<file path="config.mk">
export PLATFORM = sky130hd
export DESIGN_NAME = vga_scan_timer
export DESIGN_NICKNAME = d
export VERILOG_FILES = /design/src/rtl/vga_pkg.sv /design/src/rtl/vga_delay_line.sv /design/src/rtl/vga_scan_timer.sv
export SDC_FILE = /design/constraint.sdc
export NUM_CORES = 1
export LEC_CHECK = 0
export ABC_AREA = 0
export BUFFER_PORTS_ARGS = -buffer_cell sky130_fd_sc_hd__buf_2
export CAP_MARGIN = 15
export CORE_UTILIZATION = 35
export DETAILED_ROUTE_END_ITERATION = 16
export MAX_ROUTING_LAYER = met4
export SYNTH_ARGS = -nofsm -noshare
export SYNTH_HDL_FRONTEND = slang
export SYNTH_SLANG_ARGS = --single-unit
</file>
<file path="constraint.sdc">
create_clock -name clk -period 2.48 [get_ports clk]
set_input_delay 0.248 -clock clk [delete_from_list [all_inputs] [get_ports clk]]
set_output_delay 0.248 -clock clk [all_outputs]
set_load 0.01 [all_outputs]
</file>
<file path="src/rtl/vga_pkg.sv">
// vga_pkg
//   Shared constants for the 640x480 VGA scan path.
//   - default horizontal/vertical timing in pixels/lines plus the derived totals
//   - colour bit positions inside the 3-bit colour word (R=2, G=1, B=0)
//   - function codes understood by the downstream colour-selection stage
//   - widths of the row/column fields packed into display_addr
package vga_pkg;

  localparam int DEF_H_ACTIVE  = 640;
  localparam int DEF_H_FP      = 16;
  localparam int DEF_H_SYNC    = 96;
  localparam int DEF_H_BP      = 48;
  localparam int DEF_V_ACTIVE  = 480;
  localparam int DEF_V_FP      = 10;
  localparam int DEF_V_SYNC    = 2;
  localparam int DEF_V_BP      = 33;
  localparam int DEF_COLOR_LAT = 1;

  localparam int H_TOTAL = DEF_H_ACTIVE + DEF_H_FP + DEF_H_SYNC + DEF_H_BP;
  localparam int V_TOTAL = DEF_V_ACTIVE + DEF_V_FP + DEF_V_SYNC + DEF_V_BP;

  localparam int COLOR_R = 2;
  localparam int COLOR_G = 1;
  localparam int COLOR_B = 0;

  typedef enum logic [1:0] {
    FUNC_VRAM = 2'd0,
    FUNC_GPU  = 2'd1,
    FUNC_ALT  = 2'd2
  } func_e;

  localparam int COL_W  = 10;
  localparam int ROW_W  = 10;
  localparam int ADDR_W = ROW_W + COL_W;

endpackage

</file>
<file path="src/rtl/vga_delay_line.sv">
// vga_delay_line
//   WIDTH x DEPTH shift register with synchronous clear to CLEAR_VAL.
//   DEPTH = 0 degenerates to a plain wire from din to dout.
// Ports:
//   clk   in         clock
//   rst   in         synchronous active-high clear (all stages <= CLEAR_VAL)
//   din   in  WIDTH  data entering the line
//   dout  out WIDTH  data delayed by DEPTH cycles
module vga_delay_line #(
  parameter int              WIDTH     = 3,
  parameter int              DEPTH     = 1,
  parameter logic [WIDTH-1:0] CLEAR_VAL = '0
) (
  input  logic             clk,
  input  logic             rst,
  input  logic [WIDTH-1:0] din,
  output logic [WIDTH-1:0] dout
);

  generate
    if (DEPTH == 0) begin : g_pass
      assign dout = din;
    end else begin : g_shift
      logic [WIDTH-1:0] stages [DEPTH];

      // Clearing to CLEAR_VAL rather than zero lets the caller choose the
      // idle level of each bit, so active-low syncs stay deasserted.
      always_ff @(posedge clk) begin
        if (rst) begin
          for (int i = 0; i < DEPTH; i++) stages[i] <= CLEAR_VAL;
        end else begin
          stages[0] <= din;
          for (int i = 1; i < DEPTH; i++) stages[i] <= stages[i-1];
        end
      end

      assign dout = stages[DEPTH-1];
    end
  endgenerate

endmodule

</file>
<file path="src/rtl/vga_scan_timer.sv">
// vga_scan_timer
//   Pixel-clock scan generator: walks h/v counters, issues display_addr to the
//   colour-selection stage, blanks the returned colour and drives RGB/sync pins
//   with every signal aligned to the same pixel (counter -> pins = COLOR_LAT+2).
//   current_function is latched only when the scan enters vertical blanking.
//   Optional feature macro: VGA_TEST_PATTERN_EN (adds test_pattern input that
//   replaces display_color with 64-pixel colour bars taken from col[8:6]).
// Ports:
//   clk               in   pixel clock
//   rst               in   synchronous active-high reset
//   func_req          in 2 requested function code
//   display_color     in 3 colour for the address issued COLOR_LAT cycles ago
//   test_pattern      in   (VGA_TEST_PATTERN_EN only) select colour bars
//   display_addr      out 20 {row, col} during active video, 0 in blanking
//   current_function  out 2 frame-stable function code
//   frame_start       out   one-cycle pulse with display_addr for (0,0)
//   vga_hsync/vsync   out   active-low syncs
//   vga_r/g/b         out   pin colour
module vga_scan_timer
  import vga_pkg::*;
#(
  parameter int H_ACTIVE  = DEF_H_ACTIVE,
  parameter int H_FP      = DEF_H_FP,
  parameter int H_SYNC    = DEF_H_SYNC,
  parameter int H_BP      = DEF_H_BP,
  parameter int V_ACTIVE  = DEF_V_ACTIVE,
  parameter int V_FP      = DEF_V_FP,
  parameter int V_SYNC    = DEF_V_SYNC,
  parameter int V_BP      = DEF_V_BP,
  parameter int COLOR_LAT = DEF_COLOR_LAT
) (
  input  logic              clk,
  input  logic              rst,
  input  logic [1:0]        func_req,
  input  logic [2:0]        display_color,
`ifdef VGA_TEST_PATTERN_EN
  input  logic              test_pattern,
`endif
  output logic [ADDR_W-1:0] display_addr,
  output logic [1:0]        current_function,
  output logic              frame_start,
  output logic              vga_hsync,
  output logic              vga_vsync,
  output logic              vga_r,
  output logic              vga_g,
  output logic              vga_b
);

  localparam int H_TOT = H_ACTIVE + H_FP + H_SYNC + H_BP;
  localparam int V_TOT = V_ACTIVE + V_FP + V_SYNC + V_BP;

  localparam logic [COL_W-1:0] H_LAST   = COL_W'(H_TOT - 1);
  localparam logic [ROW_W-1:0] V_LAST   = ROW_W'(V_TOT - 1);
  localparam logic [COL_W-1:0] H_ACT_C  = COL_W'(H_ACTIVE);
  localparam logic [ROW_W-1:0] V_ACT_C  = ROW_W'(V_ACTIVE);
  localparam logic [ROW_W-1:0] V_ACT_M1 = ROW_W'(V_ACTIVE - 1);
  localparam logic [COL_W-1:0] HS_START = COL_W'(H_ACTIVE + H_FP);
  localparam logic [COL_W-1:0] HS_END   = COL_W'(H_ACTIVE + H_FP + H_SYNC);
  localparam logic [ROW_W-1:0] VS_START = ROW_W'(V_ACTIVE + V_FP);
  localparam logic [ROW_W-1:0] VS_END   = ROW_W'(V_ACTIVE + V_FP + V_SYNC);

`ifdef VGA_TEST_PATTERN_EN
  localparam int               DL_W     = 7;
  localparam logic [DL_W-1:0]  DL_CLEAR = 7'b011_0_000;
`else
  localparam int               DL_W     = 3;
  localparam logic [DL_W-1:0]  DL_CLEAR = 3'b011;
`endif

  logic [COL_W-1:0] h_cnt;
  logic [ROW_W-1:0] v_cnt;
  logic             h_last;
  logic             v_last;
  logic             active_0, hs_0, vs_0;
  logic             active_1, hs_1, vs_1;
  logic             active_d, hs_d, vs_d;
  logic [DL_W-1:0]  dl_in, dl_out;
  logic [2:0]       pix_color;

  assign h_last = (h_cnt == H_LAST);
  assign v_last = (v_cnt == V_LAST);

  // Raster counters; v advances only when h wraps, both wrap together.
  always_ff @(posedge clk) begin
    if (rst) begin
      h_cnt <= '0;
      v_cnt <= '0;
    end else if (h_last) begin
      h_cnt <= '0;
      v_cnt <= v_last ? '0 : v_cnt + 1'b1;
    end else begin
      h_cnt <= h_cnt + 1'b1;
    end
  end

  assign active_0 = (h_cnt < H_ACT_C) && (v_cnt < V_ACT_C);
  assign hs_0     = !((h_cnt >= HS_START) && (h_cnt < HS_END));
  assign vs_0     = !((v_cnt >= VS_START) && (v_cnt < VS_END));

  // Stage 1: the address and its matching control bits leave together.
  always_ff @(posedge clk) begin
    if (rst) begin
      display_addr <= '0;
      active_1     <= 1'b0;
      hs_1         <= 1'b1;
      vs_1         <= 1'b1;
      frame_start  <= 1'b0;
    end else begin
      display_addr <= active_0 ? {v_cnt, h_cnt} : '0;
      active_1     <= active_0;
      hs_1         <= hs_0;
      vs_1         <= vs_0;
      frame_start  <= (h_cnt == '0) && (v_cnt == '0);
    end
  end

  // Latch the function on the edge that moves the scan to (0, V_ACTIVE),
  // i.e. the first cycle of vertical blanking, so a frame never tears.
  always_ff @(posedge clk) begin
    if (rst) begin
      current_function <= FUNC_VRAM;
    end else if (h_last && (v_cnt == V_ACT_M1)) begin
      current_function <= func_req;
    end
  end

`ifdef VGA_TEST_PATTERN_EN
  logic       tp_sel_1, tp_sel_d;
  logic [2:0] tp_color_1, tp_color_d;

  // Bar colour is sampled in stage 1 so it rides the same delay line as
  // the sync/active bits and lands on the pixel it was computed for.
  always_ff @(posedge clk) begin
    if (rst) begin
      tp_sel_1   <= 1'b0;
      tp_color_1 <= 3'b000;
    end else begin
      tp_sel_1   <= test_pattern;
      tp_color_1 <= h_cnt[8:6];
    end
  end

  assign dl_in = {active_1, hs_1, vs_1, tp_sel_1, tp_color_1};
  assign {active_d, hs_d, vs_d, tp_sel_d, tp_color_d} = dl_out;
  assign pix_color = tp_sel_d ? tp_color_d : display_color;
`else
  assign dl_in = {active_1, hs_1, vs_1};
  assign {active_d, hs_d, vs_d} = dl_out;
  assign pix_color = display_color;
`endif

  vga_delay_line #(
    .WIDTH     (DL_W),
    .DEPTH     (COLOR_LAT),
    .CLEAR_VAL (DL_CLEAR)
  ) u_delay (
    .clk  (clk),
    .rst  (rst),
    .din  (dl_in),
    .dout (dl_out)
  );

  // Output register: the delayed active bit blanks the returned colour,
  // so RGB and syncs always describe the same pixel.
  always_ff @(posedge clk) begin
    if (rst) begin
      vga_hsync <= 1'b1;
      vga_vsync <= 1'b1;
      vga_r     <= 1'b0;
      vga_g     <= 1'b0;
      vga_b     <= 1'b0;
    end else begin
      vga_hsync <= hs_d;
      vga_vsync <= vs_d;
      vga_r     <= active_d & pix_color[COLOR_R];
      vga_g     <= active_d & pix_color[COLOR_G];
      vga_b     <= active_d & pix_color[COLOR_B];
    end
  end

endmodule
</file>
# Yosys cells after proc, flatten, opt, wreduce, memory -nomap -nowiden
# Memories as Yosys holds them, arrays and structs flattened.
# Cells that the tools add are included.
# classes
n_mux	6
n_shift	0
bitwise	4
n_eq_ne	3
n_div	0
addsub	2
magnitude_cmp	6
n_reduce_logical	12
multipliers	0
# ops
operator	n
$add A10 B1 Y10 const B	2
$eq A10 B10 Y1 const B	2
$logic_not A10 Y1	2
$lt A10 B10 Y1 const B	2
$lt A10 B9 Y1 const B	2
$eq A10 B9 Y1 const B	1
$ge A10 B10 Y1 const B	1
$ge A10 B9 Y1 const B	1
$mux W10	1
$logic_and A1 B1 Y1	5
$mux W1	4
$reduce_or A2 Y1	2
$and A1 B1 Y1	3
$mux W3	1
$reduce_or A3 Y1	1
$logic_not A1 Y1	2
$not A1 Y1	1
# totals
mem_bits_rw	3
mem_bits_ro	0
latch_bits	0
memories	1
output_inout_bits	28
regBits	51
in_bits	7
# mem_list
name	words	word_bits	rd	rd_clocked_by_memory_dff	write_ports	line_no	rtl
u_delay.g_shift.stages	1	3	1	0	1	vga_delay_line.sv:24	logic [WIDTH-1:0] stages [DEPTH];

# Logic depth before layout (Yosys ltp)
# Gate-level depths: netlist of run 1.
# depth
ltp_word	4
ltp_mapped	7
mapped_depth_nobuf	6

# By module
# From an unflattened synthesis of run 1, not the netlist that was laid out.
# hier_totals
cells_unflattened	218
area_unflattened_um2	2110.8
# by_module_without_submodules
mod	area_each_um2	seq_area_each_um2	n_inst	cells_each
vga_scan_timer	2031.9	1021.0	1	212
vga_delay_line	78.8	60.1	1	6

# Worst setup path before layout of run 1
# No wires, ideal clock.
# synth_path
kind	register to register
from	register h_cnt[7]
to	register v_cnt[2]
period_less_slack_ns	1.795
stages_incl_launch_ff	8
path_slack_ns	0.685
arrival_ns	1.674
setup_time_ns	0.121
path_cell_list	dfxtp_1 buf_6 or3_4 buf_6 or3_1 clkbuf_1 o21bai_2 nor2_1
# synth_via
elab_chain_len	1
# synth_lines
element	line_no	rtl
start, declared	vga_scan_timer.sv:70	logic [COL_W-1:0] h_cnt;
start signal, assigned	vga_scan_timer.sv:92	h_cnt <= h_cnt + 1'b1;
$eq A10 B10 Y1	vga_scan_timer.sv:80	assign h_last = (h_cnt == H_LAST);
end signal, assigned	vga_scan_timer.sv:90	v_cnt <= v_last ? '0 : v_cnt + 1'b1;
end, declared	vga_scan_timer.sv:71	logic [ROW_W-1:0] v_cnt;
# Every way passes these cells.
# A chain may end at the register's enable or synchronous reset.

# Final worst setup path of run 1
# layout_path
from	register h_cnt[0]
to	register v_cnt[2]
# Same word-level chain as after synthesis.

==> metrics.md, run 1 <==
| Metric | Value |
|---|---|
| Initial Util | 0.372 |
| Worst Hold Depth | 2 |
| Hold Path End | vga_g$_SDFF_PP0_ |
| Die H | 79.7 um |
| CP max stage delay | 0.55 ns |
| Critical Path Start Type | register |
| Status | complete, no violations |
| Yosys reg bits | 54 |
| Syn. warnings | 0 |
| Critical path required time | 2.68 ns |
| Clock transition at path regs | 0.09 ns |
| Max-Cap Viols | 0 |
| Clock root buffer | clkbuf_8 |
| Post-CTS Repair Setup Buffers | 0 |
| Worst skew pair latency | 0.31 ns |
| Final Max Slew Viols | 0 |
| Total detailed-routing wirelength | 3.97 mm |
| Fin crit share | 0.762 |
| Slowest stage cell, crit path | or3_1 |
| Drt pass-1 iters | 4 |
| Nets@finish | 256 |
| H-tree levels | 2 |
| Min Hold Slack | 0.136 ns |
| Worst setup path category | register to register |
| Drt via density | 4.72 |
| Cell Pwr Density | 638 nW/um^2 |
| Reg2Reg Launch Point | h_cnt[0]$_SDFF_PP0_ |
| Logic pwr share | 0.032 |
| Max FO, Critical Path | 7 |
| Worst R2R Setup Slack | 0.59 ns |
| Clock Power Share | 0.382 |
| Port Buffers | 34 |
| EDFF count, synth | 0 |
| GRT Total Usage | 0.140 |
| Seq/Total Area, Yosys | 0.512 |
| Global route overflow | 0 |
| Sw Ratio | 0.209 |
| Predominant post-synthesis flop cell | dfxtp_1 |
| Crit-path cells | ha_1 > nand2_1 > or3_1 > o21bai_2 > nor2_1 |
| Diodes inserted | 0 |
| CTS resizes | 0 |
| DR vias | 1502 |
| IO Count | 35 |
| Final setup fails | 0 |
| Syn nets | 229 |
| Final hold violations | 0 |
| Vias in the first global route | 1401 |
| PnR Total Power | 1.51 mW |
| Worst R2R End | v_cnt[2]$_SDFFE_PP0P_ |
| Antenna Nets Post-Route | 0 |
| Fraction of registers with async set/reset | 0 |
| 1st-iter DRT viols | 76 |
| Hold-fix buffers, CTS | 0 |
| DP Wirelength | 2.68 mm |
| CTS tree | yes |
| Mapped Cells | 218 |
| Switching power | 317 uW |
| Layout cells sized above 1 | 0.220 |
| First-pass GRT wire length | 6.60 mm |
| Distinct cells, synth | 36 |
| Hold Path Origin | display_color[1] |
| Fmax | 529 MHz |
| WL/cell | 12.5 um |
| Largest net degree at the start of global routing | 26 |
| Pint | 1.20 mW |
| Clock sink count | 54 |
| Max clock buf depth | 2 |
| Worst Skew | 0.00527 ns |
| Die area | 6350 um^2 |
| TritonCTS buffer count | 5 |
| Core area | 5680 um^2 |
| Syn_area_per_cell | 9.68 um^2 |
| Worst setup EP type | register |
| Worst Path Arrival | 2.09 ns |
| Cell Rows | 27 |
| Area Overhead vs Synth | 12.4% |
| Initial antenna violation count | 0 |
| Reg2Reg Depth | 5 |
| Flop pwr share | 0.585 |
| DRC violations left | 0 |
| GPL Wtd Cong | 0.907 |
| VDD IR max | 0.337 mV |
| Worst hold-check path type | input pin to register |
| RSZ-0062 raised after global routing | no |
| Post-synth design cell area | 2110 um^2 |
| Leakage power | 0.946 nW |
| Die X | 79.7 um |
| Min Tclk post-route | 1.89 ns |
| Post-Route Setup TNS | 0 ns |
## cell usage after synthesis, types with 5 or more instances
library cell	number	share of area
buf_6	7	0.037
nor4_1	12	0.036
clkbuf_1	5	0.0089
xnor2_1	10	0.041
dfxtp_1	54	0.51
a21oi_1	5	0.012
nand3_1	13	0.031
inv_1	7	0.012
nor3_1	6	0.014
nand4_1	8	0.024
nor2_1	22	0.039
and2_1	18	0.053
nand2_1	11	0.020
## through the flow
step / setup WS (ns) / util / cells / instance area (um^2)
detailed placement: 0.613 / 0.399 / 310 / 2260
finish: 0.591 / 0.418 / 318 / 2370
global placement: 0.686 / 0.399 / 310 / 2260
global route: 0.403 / 0.418 / 318 / 2370
floorplan: 0.685 / - / 218 / 2110
CTS: 0.582 / 0.418 / 318 / 2370
## power groups by stage
stage	Sequential, mW	Clock [mW]	Combinational (mW)
finish	0.885	0.578	0.0489
global route	0.887	0.629	0.0560
CTS	0.886	0.593	0.0496
detailed placement	0.906	0	0.0491
global placement	0.905	0	0.0490
floorplan	0.907	0	0.0311
## metal layers
layer,up-vias,global-route usage,wire (um),part of all wire
li1,784,-,-,-
met1,670,0.185,2070,0.52
met2,42,0.199,1630,0.41
met3,6,0.0377,189,0.048
met4,0,0.0600,80,0.020
met5,-,-,0,0
## registers in the layout (all words and copies together), names as in the netlist, 2 cells and up
signal                  count
v_cnt                      10
display_addr               20
h_cnt                      10
u_delay.g_shift.stages      3
current_function            2
## how the worst max path moves through the flow
stage | startpoint | to | depth (start not counted)
floorplan | h_cnt[7]$_SDFF_PP0_ | v_cnt[2]$_SDFFE_PP0P_ | 7
global placement | h_cnt[7]$_SDFF_PP0_ | v_cnt[9]$_SDFFE_PP0P_ | 4
detailed placement | h_cnt[0]$_SDFF_PP0_ | v_cnt[4]$_SDFFE_PP0P_ | 5
CTS | h_cnt[0]$_SDFF_PP0_ | v_cnt[2]$_SDFFE_PP0P_ | 5
global route | h_cnt[0]$_SDFF_PP0_ | v_cnt[6]$_SDFFE_PP0P_ | 5
finish | h_cnt[0]$_SDFF_PP0_ | v_cnt[2]$_SDFFE_PP0P_ | 5
## critical path, delay by kind of cell (launching register included)
kind                     cells  cell delay, ns
flip-flops                   1            0.39
AO/OA/AOI/OAI                1            0.29
AND/OR/NAND/NOR              3            0.82
adder cells (fa/ha/maj)      1            0.29
## kinds of logic (layout without fill, tap and decap cells)
group           Yosys count  after routing  share of synthesized area
compound gates           11             11                     0.0362
xor+xnor                 13             13                     0.0539
fa+ha+maj                 4              4                     0.0237
buf+inv                  22             50                     0.0670
flops                    54             54                      0.512
mux                       2              2                    0.00948
other cells               1              1                    0.00178
simple gates            111            111                      0.296
## cell type report
type	count	area, um^2
clock buffer	5	68.8
clock inverter	3	40.0
fill	560	3300
tap	72	90.1
timing repair buffer	35	178
inverter	7	26.3
sequential	54	1080
multi-input combinational	142	888
## placed cells by master, fill, tap and decap left out, types with 6 or more instances in the layout
cell type	instances
and2_1	18
xnor2_1	10
nor2_1	22
nand4_1	8
dfxtp_1	54
buf_2	34
inv_1	7
nand3_1	13
nor4_1	12
nand2_1	11
nor3_1	6
Note: power is estimated with default switching activity, not from simulation.
==> inputs of run 2 (changes only) <==
==> constraint.sdc (replaced) <==
create_clock -name clk -period 1.51 [get_ports clk]
set_input_delay 0.151 -clock clk [delete_from_list [all_inputs] [get_ports clk]]
set_output_delay 0.151 -clock clk [all_outputs]
set_load 0.01 [all_outputs]
==> metrics.md, run 2 (synthesized netlist as in run 1, its figures left out) <==
| Metric | Value |
|---|---|
| Area Overhead vs Synth | 36.2% |
| Slowest stage cell, crit path | or3_4 |
| Initial antenna violation count | 0 (unchanged) |
| Final hold violations | 0 (unchanged) |
| First-pass GRT wire length | 7.51 mm (+14%) |
| WL/cell | 13.0 um (+3.8%) |
| Die H | 79.7 um (unchanged) |
| Initial Util | 0.372 (unchanged) |
| Reg area | 1090 um^2 (+1.0%) |
| Critical path required time | 1.73 ns (-0.95 ns) |
| Worst path bufs/invs | 1 (+1) |
| IO Count | 35 (unchanged) |
| GPL Wtd Cong | 0.872 (-3.9%) |
| Final Max Slew Viols | 0 (unchanged) |
| Layout cells sized above 1 | 0.428 (+0.209) |
| Total detailed-routing wirelength | 4.63 mm (+17%) |
| DR vias | 1680 (+12%) |
| Port Buffers | 34 (unchanged) |
| DRC violations left | 0 (unchanged) |
| Max FO, Critical Path | 8 (+1) |
| Reg2Reg Launch Point | h_cnt[6]$_SDFF_PP0_ |
| Biggest regs | display_addr: 20 flops, h_cnt: 10 flops, v_cnt: 10 flops |
| Die X | 79.7 um (unchanged) |
| Worst skew pair latency | 0.31 ns (about the same) |
| Top reg by flops | display_addr |
| H-tree levels | 2 (unchanged) |
| Max clock buf depth | 2 (unchanged) |
| Cell Rows | 27 (unchanged) |
| Die area | 6350 um^2 (unchanged) |
| Worst setup path category | register to register |
| Worst setup EP type | register |
| Worst Skew | 0.00791 ns (+0.00265 ns) |
| CP max stage delay | 0.39 ns (-0.16 ns) |
| Cell Pwr Density | 883 nW/um^2 (+38%) |
| Clock transition at path regs | 0.10 ns (about the same) |
| Fillers | 529 (-5.5%) |
| Drt pass-1 iters | 4 (unchanged) |
| 1st-iter DRT viols | 92 (+21%) |
| Max-Cap Viols | 0 (unchanged) |
| Worst Path Arrival | 1.77 ns (-0.32 ns) |
| Most common cell after layout, fill and taps aside | dfxtp_1 |
| Min Tclk post-route | 1.55 ns (-0.337 ns) |
| Worst hold-check path type | input pin to register |
| PnR Total Power | 2.54 mW (+68%) |
| Area taken by multi-input logic gates | 1060 um^2 (+20%) |
| Fmax | 644 MHz (+22%) |
| RSZ-0062 raised after global routing | yes |
| Commonest cells after routing, fill and taps aside | 47 x dfxtp_1, 35 x buf_4, 34 x buf_2 |
| Nets@finish | 295 (+15%) |
| VDD IR max | 0.747 mV (+120%) |
| Final WS setup | -0.0417 ns (-0.633 ns) |
| Diodes inserted | 0 (unchanged) |
| Hold Path Origin | display_color[0] |
| Largest net degree at the start of global routing | 18 (-31%) |
| Critical Path Start Type | register |
| CP startpoint | h_cnt[6]$_SDFF_PP0_ |
| Antenna Nets Post-Route | 0 (unchanged) |
| DP Wirelength | 3.29 mm (+23%) |
| Worst path top cell family by delay | simple AND/OR/NAND/NOR gates |
| Status | finished, violations left |
| Failing checks | negative setup slack |
| GRT Total Usage | 0.159 (+0.0192) |
| Drt via density | 4.71 (-0.37%) |
| Clock root buffer | clkbuf_8 |
| Vias in the first global route | 1613 (+15%) |
| Final setup fails | 9 (+9) |
| Clock sink count | 54 (unchanged) |
| Global route overflow | 0 (unchanged) |
| Fin crit share | 1.03 (+0.266) |
| Flip-flop count of the largest register after layout | 20 (unchanged) |
| CTS tree | yes |
| Post-Route Setup TNS | -0.245 ns (-0.245 ns) |
| Core area | 5680 um^2 (unchanged) |
| TritonCTS buffer count | 5 (unchanged) |
| Leakage power | 1.17 nW (+24%) |
| Crit-path cells | or3_4 > buf_6 > nor4_4 > mux2i_1 > a2111oi_2 |
run 2: stage by stage:
| step | setup slack, ns | cells | util | hold slack [ns] | cell area (um^2) |
|---|---|---|---|---|---|
| final | -0.0417 | 357 | 0.507 | 0.0312 | 2880 |
| after global routing | -0.118 | 357 | 0.507 | 0.0273 | 2880 |
| after CTS | -0.0434 | 355 | 0.492 | 0.0270 | 2790 |
| after detailed placement | -0.176 | 349 | 0.453 | 0.359 | 2570 |
| after global placement | -0.181 | 349 | 0.453 | 0.356 | 2570 |
| after floorplan | -0.222 | 218 | - | 0.273 | 2140 |
run 2: timing repair:
item | CTS | global route
pin swaps | 3 | 12
hold buffers | 0 | 0
gates resized for setup | 22 | 18
setup buffers | 0 | 2
endpoints found under the setup margin | 19 | 26
run 2: final timing paths:
check	to	slack (ns)	depth (start not counted)
max reg2reg	v_cnt[9]$_SDFFE_PP0P_	-0.04	5
min	vga_b$_SDFF_PP0_	0.03	2
max	v_cnt[9]$_SDFFE_PP0P_	-0.04	5
min reg2reg	u_delay.g_shift.stages[0][0]$_SDFF_PP1_	0.42	1
run 2: cell type report:
type                       instances  area share
sequential                        54       0.380
multi-input combinational        142       0.370
timing repair buffer              74       0.170
tap                               72      0.0313
clock buffer                       5      0.0239
clock inverter                     3      0.0152
inverter                           7     0.00914
run 2: layer usage:
metal | share of wire | vias to the layer above | GRT usage
li1 | - | 857 | -
met1 | 0.48 | 775 | 0.205
met2 | 0.46 | 39 | 0.242
met3 | 0.040 | 9 | 0.0274
met4 | 0.021 | 0 | 0.0745
met5 | 0 | - | -
run 2: power by group:
group | internal, mW | leakage (nW) | switching, mW | total, mW
Clock | 0.497 | 0.0585 | 0.481 | 0.978
Combinational | 0.0507 | 0.674 | 0.0576 | 0.108
Sequential | 1.44 | 0.441 | 0.00996 | 1.45
